`src/rtl/ids_rr_arbiter.sv`:
```
// Packet-boundary round-robin arbiter sharing one ids datapath stage between two 64b streams.
// Optional per-source packet counters are enabled with the IDS_ARB_STATS_EN macro.
module ids_rr_arbiter #(
    parameter int DATA_WIDTH = 64,
    parameter int CTRL_WIDTH = DATA_WIDTH / 8,
    parameter int STAT_WIDTH = 32
) (
    input  logic                  clk,
    input  logic                  reset,
    input  logic [DATA_WIDTH-1:0] in0_data,
    input  logic [CTRL_WIDTH-1:0] in0_ctrl,
    input  logic                  in0_wr,
    input  logic                  in0_req,
    output logic                  in0_rdy,
    input  logic [DATA_WIDTH-1:0] in1_data,
    input  logic [CTRL_WIDTH-1:0] in1_ctrl,
    input  logic                  in1_wr,
    input  logic                  in1_req,
    output logic                  in1_rdy,
    output logic [DATA_WIDTH-1:0] out_data,
    output logic [CTRL_WIDTH-1:0] out_ctrl,
    output logic                  out_wr,
    input  logic                  out_rdy,
    output logic [1:0]            grant,
    output logic                  proto_err
`ifdef IDS_ARB_STATS_EN
    ,
    output logic [STAT_WIDTH-1:0] pkt_cnt0,
    output logic [STAT_WIDTH-1:0] pkt_cnt1
`endif
);

    typedef enum logic [1:0] {IDLE, HDR, PAY} state_t;

    state_t     state_q, state_d;
    logic [1:0] grant_q, grant_d;
    logic       last_q, last_d;     // 1: source 1 owned the previous packet
    logic       perr_q, perr_d;
    logic       busy, acc0, acc1, eop;

    assign busy    = (state_q != IDLE);
    assign in0_rdy = busy & grant_q[0] & out_rdy;
    assign in1_rdy = busy & grant_q[1] & out_rdy;
    assign acc0    = in0_wr & in0_rdy;
    assign acc1    = in1_wr & in1_rdy;

    // Zero-latency forwarding; bus idles at zero when nothing is accepted
    always_comb begin
        out_wr   = acc0 | acc1;
        out_data = '0;
        out_ctrl = '0;
        if (acc0) begin
            out_data = in0_data;
            out_ctrl = in0_ctrl;
        end else if (acc1) begin
            out_data = in1_data;
            out_ctrl = in1_ctrl;
        end
    end

    assign eop       = out_wr && (state_q == PAY) && (out_ctrl != '0);
    assign grant     = grant_q;
    assign proto_err = perr_q;

    always_ff @(posedge clk or posedge reset) begin
        if (reset) begin
            state_q <= IDLE;
            grant_q <= 2'b00;
            last_q  <= 1'b1;
            perr_q  <= 1'b0;
        end else begin
            state_q <= state_d;
            grant_q <= grant_d;
            last_q  <= last_d;
            perr_q  <= perr_d;
        end
    end

    always_comb begin
        state_d = state_q;
        grant_d = grant_q;
        last_d  = last_q;
        perr_d  = perr_q | (in0_wr & ~in0_rdy) | (in1_wr & ~in1_rdy);
        case (state_q)
            IDLE: begin
                if (in0_req | in1_req) begin
                    state_d = HDR;
                    if (in0_req & in1_req) grant_d = last_q ? 2'b01 : 2'b10;
                    else                   grant_d = in0_req ? 2'b01 : 2'b10;
                end
            end
            HDR: begin
                if (out_wr && (out_ctrl == '0)) state_d = PAY;
            end
            PAY: begin
                if (eop) begin
                    state_d = IDLE;
                    grant_d = 2'b00;
                    last_d  = grant_q[1];
                end
            end
            default: begin
                state_d = IDLE;
                grant_d = 2'b00;
            end
        endcase
    end

`ifdef IDS_ARB_STATS_EN
    logic [STAT_WIDTH-1:0] cnt0_q, cnt1_q;

    // Counters wrap naturally at 2^STAT_WIDTH
    always_ff @(posedge clk or posedge reset) begin
        if (reset) begin
            cnt0_q <= '0;
            cnt1_q <= '0;
        end else if (eop) begin
            if (grant_q[0]) cnt0_q <= cnt0_q + STAT_WIDTH'(1);
            if (grant_q[1]) cnt1_q <= cnt1_q + STAT_WIDTH'(1);
        end
    end

    assign pkt_cnt0 = cnt0_q;
    assign pkt_cnt1 = cnt1_q;
`else
    // No statistics state in this build; the width parameter is intentionally unused
    logic unused_stat_width;
    assign unused_stat_width = |STAT_WIDTH;
`endif

endmodule
```
`config.mk`:
```
export PLATFORM = sky130hd
export DESIGN_NAME = ids_rr_arbiter
export DESIGN_NICKNAME = d
export VERILOG_FILES = /design/src/rtl/ids_rr_arbiter.sv
export SDC_FILE = /design/constraint.sdc
export NUM_CORES = 1
export LEC_CHECK = 0
export ABC_AREA = 1
export CAP_MARGIN = 20
export CORE_AREA = 2 2 89 91
export CTS_BUF_LIST = sky130_fd_sc_hd__clkbuf_4 sky130_fd_sc_hd__clkbuf_8 sky130_fd_sc_hd__clkbuf_16
export CTS_CLUSTER_DIAMETER = 50
export DETAILED_ROUTE_END_ITERATION = 8
export DIE_AREA = 0 0 91 93
export PLACE_DENSITY = 0.83
export SLEW_MARGIN = 20
export SYNTH_ARGS = -nofsm -noshare
export SYNTH_HDL_FRONTEND = slang
export SYNTH_SLANG_ARGS = --single-unit
export TNS_END_PERCENT = 100
```
`constraint.sdc`:
```
create_clock -name clk -period 1.8 [get_ports clk]
set_input_delay 0.27 -clock clk [delete_from_list [all_inputs] [get_ports clk]]
set_output_delay 0.27 -clock clk [all_outputs]
set_load 0.005 [all_outputs]
```
* Word level (Yosys, flattened, before mapping)
Cells that the tools add are included.
** Storage, ports and cells
- Flip-flop bits (word level) :: 6
- Latch bits :: 0
- RAM bits :: 0
- Bits in read-only memories :: 0
- Bits of input ports :: 151
- Output and inout bits :: 78
- Word-level logic and storage cells :: 48
- Memories :: 0
** Operators by class
- Add/subtract/negate cells :: 0
- $mul :: 0
- Div/mod/pow operators :: 0
- Magnitude comparators :: 0
- Eq/ne operators :: 5
- Shift-type cells :: 0
- Multiplexer cells :: 13
- Bitwise operators :: 16
- Reductions and logical operators :: 10
** Operators with widths (count)
- 64-bit two-way mux :: 2
- 8-bit two-way mux :: 2
- 2-bit two-way mux :: 7
- 2-bit case mux with 3 select lines :: 2
- 1-bit bitwise AND :: 9
- 8-bit zero test :: 1
- 8-bit nonzero test :: 1
- 2-bit inequality test, second input constant :: 3
- 3-bit AND reduction :: 2
- 1-bit bitwise OR :: 4
- 1-bit logical AND :: 3
- 1-bit inverter :: 3
- 2-bit by 1-bit equality test with 1-bit output, second input constant :: 1
- 2-bit equality test, second input constant :: 1
- 2-bit zero test :: 1
- 2-bit AND reduction :: 1
- 2-bit nonzero test :: 1

* Logic depth before layout (Yosys ltp)
- Depth in word-level cells :: 10
- Mapped depth :: 14
- Depth with buffers taken out :: 13

* Worst setup path before layout
No wires, ideal clock.
- Path kind :: reg2out
- Start point :: reg state_q[0]
- End point :: out out_data[10]
- Data arrival time :: 1.425 ns
- Data required time :: 1.530 ns
- Setup slack :: 0.105 ns
- Stages on the path, launching flop included :: 7
- Path buffers :: 1
- Path through :: dfrtp_1 > nor2_4 > nor2_4 > nand2_2 > nand3_1 > clkbuf_1 > o21ai_0
** Between the ends
- Longest elaborated chain between the ends :: 6
** Ends and longest elaborated chain
- start, declared :: RTL line 35 : state_t state_q, state_d;
- start signal, assigned :: RTL line 72 : state_q <= state_d;
- 2-bit nonzero test * :: RTL line 41 : assign busy = (state_q != IDLE);
- 1-bit bitwise AND (2 in series) :: RTL line 43 : assign in1_rdy = busy & grant_q[1] & out_rdy;
- 1-bit bitwise AND :: RTL line 45 : assign acc1 = in1_wr & in1_rdy;
- 64-bit two-way mux :: RTL line 55 : end else if (acc1) begin
- 64-bit two-way mux * :: RTL line 52 : if (acc0) begin
- end, declared :: RTL line 20 : output logic [DATA_WIDTH-1:0] out_data,
Every way passes the cells marked *; elsewhere a longest branch is shown, timed or not.

* Worst setup path in the final report
- Start point :: reg state_q[1]
- End point :: reg grant_q[1], in the netlist grant[1]
** Between the ends
- Longest elaborated chain between the ends :: 10
** Ends and longest elaborated chain
- 2-bit nonzero test :: RTL line 41
- 1-bit bitwise AND (2 in series) :: RTL line 43
- 1-bit bitwise AND :: RTL line 45
- 8-bit two-way mux :: RTL line 55
- 8-bit two-way mux :: RTL line 52
- 8-bit nonzero test :: RTL line 61 : assign eop = out_wr && (state_q == PAY) && (out_ctrl != '0);
- 1-bit logical AND :: RTL line 61
- 2-bit inequality test (no line)
- 3-bit AND reduction (no line)
- end signal, assigned :: RTL line 73 : grant_q <= grant_d;
- end, declared :: RTL line 36 : logic [1:0] grant_q, grant_d;
Parallel ways exist; a longest one is shown, timed or not.
A chain may end at the register's enable or synchronous reset.

==> results.py <==
metrics = {
    "run_status": {
        "status": "finished with violations",
        "violations": "setup timing",
    },
    "yosys": {
        "synth-seq-cells": 6,
        "avgSynthCellArea_um2": 5.099,
        "yosysMostFrequentCell": "inv_1",
        "synth_top_cells_by_count": "inv_1, nand3_1, o21ai_0",
        "ys.flop_type": "dfrtp_1",
        "async_reset_ff_frac": 1.000,
        "yosys.area.top_type_share": 0.2366,
        "yosysSeqAreaShare": 0.09672,
        "synth_edf_count": 0,
        "ys_types": 21,
        "yosys_warnings": 0,
        "synth_fp_nets": 458,
        "synth_area_um2": 1565,
        "synth_area_leaders": "nand3_1, o21ai_0, inv_1",
        "synth_cells": 307,
        "synth_top_area_cell": "nand3_1",
    },
    "worst_setup_path": {
        "crit_type": "flip-flop to flip-flop",
        "cp_data_required_time_ps": 1910,
        "reg2reg_from": "state_q[1]",
        "rr_endpoint": "grant[1]",
        "crit_end": "grant[1]",
        "cp-startpoint": "state_q[1]",
        "cp-start-kind": "flip-flop",
        "rrSetupSlack_ps": -230,
        "cp_data_arrival_time_ps": 2140,
        "path_max_fanout": 4,
        "worstRegToRegCells": 17,
        "endpoint_kind": "flip-flop",
    },
    "detailed_routing": {
        "drt_wl_total_mm": 10.90,
        "via_count": 3134,
        "drt_iter0_drc": 51,
        "final_antenna_net_count": 0,
        "drc": 0,
        "routed_via_density": 4.609,
        "firstDrtPassIters": 4,
        "wl_per_cell_um": 16.03,
    },
    "place": {
        "gp_congestion": 0.8284,
        "io_buffers": 228,
        "hpwl_mm": 6.586,
    },
    "die": {
        "ios": 229,
        "die_h_um": 93,
        "fp-row-count": 32,
        "coreArea_um2": 7527,
        "start_util": 0.2079,
        "die-area_um2": 8463,
        "die_w_um": 91,
    },
    "cells_and_area": {
        "diodes": 0,
        "drive_gt1_frac": 0.4100,
        "area_growth_pct": 209.4,
        "fillers": 652,
        "nets": 730,
    },
    "timing": {
        "setup_ws_ps": -231.4,
        "fmax_mhz": 492.3,
        "setup_viol": 76,
        "setup_tns_ps": -9093,
        "hold_viol": 0,
        "whs_ps": 280.5,
        "period_share": 1.129,
        "maxSlewHeadroom": 0.7388,
        "worst_slew_pin_slew_ps": 391.8,
        "rsz0062_at_grt": "true",
        "slew_violations": 0,
        "min_period_ps": 2031,
        "clock_skew_ps": 1.947,
    },
    "pwr": {
        "vdd_drop_max_v": 0.0003309,
        "p_per_area_nw_per_um2": 667.7,
        "power_uw": 3233,
        "p_leak_uw": 0.002399,
    },
    "global_routing": {
        "grt_max_degree": 74,
        "grt_pass1_vias": 3141,
        "gr-total-overflow": 0,
        "grt_pass1_wl_mm": 15.31,
        "antenna_found_initial": 0,
        "grt.total_usage": 0.2211,
    },
    "cts": {
        "cts_buffers": 3,
        "cts_tree": "yes",
        "clock_path_buffers": 2,
        "cts_max_level": 1,
        "clk_latency_ps": 220,
        "path_clk_slew_ps": 40,
        "ctsHoldBuffers": 0,
        "clock_sinks": 6,
        "cts_root_buf": "clkbuf_8",
    },
    "run": {
        "drv_cap": 0,
    },
    "worst_hold_path": {
        "hp-class": "primary input to asynchronous set/reset pin",
    },
}
## through the flow
stage	cells	cell area [um2]	util	worst slack (ps)
after global placement	631	4053	0.5384	-558.5
after CTS	666	4576	0.6079	-386.8
after detailed placement	631	4053	0.5384	-585.9
final	680	4842	0.6433	-231.4
after floorplan	307	1565	-	104.6
after global routing	680	4842	0.6433	-321.0
## flip-flops by register name (all words and copies together) (netlist names)
name and count:
grant 2, state_q 2, last_q 1, proto_err 1
## placed cells by master, fill, tap and decap left out, types with 13 or more instances in the layout
cell type / count
nand2_1: 15
nand3_1: 46
inv_1: 72
buf_2: 57
o21ai_1: 31
nand2_2: 17
buf_6: 27
clkbuf_2: 13
buf_4: 18
o21ai_2: 28
nand3_2: 27
clkdlybuf4s50_1: 151
## final cells by class
type	count	area (um2)	area share
multi-input cells	200	1389	0.2868
clock buffers	4	48.80	0.01008
repair buffers	291	2836	0.5858
flip-flops and latches	6	151.4	0.03127
inverters	77	289.0	0.05969
well taps	102	127.6	0.02636
## worst min path at each step
stage,end,slack (ps),depth (start not counted),start
6_report,proto_err,280,2,reset
5_1_grt,grant[0],310,2,reset
4_1_cts,proto_err,280,2,reset
3_5_place_dp,proto_err,480,1,proto_err
3_3_place_gp,proto_err,460,1,proto_err
2_1_floorplan,grant[0],60,1,reset
## worst max-delay path, stage by stage, from the launching register on
cell	delay (ps)
dfrtp_1	400
nor2_4	170
nor2_4	70
buf_6	120
buf_8	120
buf_12	120
buf_6	110
nand3b_1	80
nand2_2	80
buf_6	120
nand2_4	60
nor2_4	40
nand2_2	90
nand2_4	80
nand2_4	90
nand2_4	50
nand2_2	70
nand2_1	50
## what timing repair did
item / CTS / global route
pin swaps: 18 / 23
gates resized for setup: 346 / 136
gates cloned: 8 / 4
endpoints found under the hold margin: 0 / 0
setup endpoints to repair: 80 / 80
setup buffers: 25 / 15
## per-layer routing
layer  track usage  routed length [um]  vias up
li1              -                   -     1528
met1        0.2452                3961     1465
met2        0.4463                6160      125
met3       0.02901                 566       16
met4       0.04293                 210        0
met5             0                   0        -
## cells by family (layout without fill, tap and decap cells)
| family | Yosys count | in the layout | synth area share |
|---|---|---|---|
| AOI/OAI and AO/OA | 71 | 71 | 0.2302 |
| DFF | 6 | 6 | 0.09673 |
| buffers and inverters | 101 | 372 | 0.2534 |
| and+or+nand+nor | 129 | 129 | 0.4197 |
## power breakdown
| part | leakage, uW | switching [uW] | internal (uW) |
|---|---|---|---|
| Sequential | 0.0000683 | 37.4 | 187 |
| Clock | 0.0000262 | 60.2 | 168 |
| Combinational | 0.00230 | 1200 | 1580 |
No activity file was read; power rests on OpenSTA's default activity.
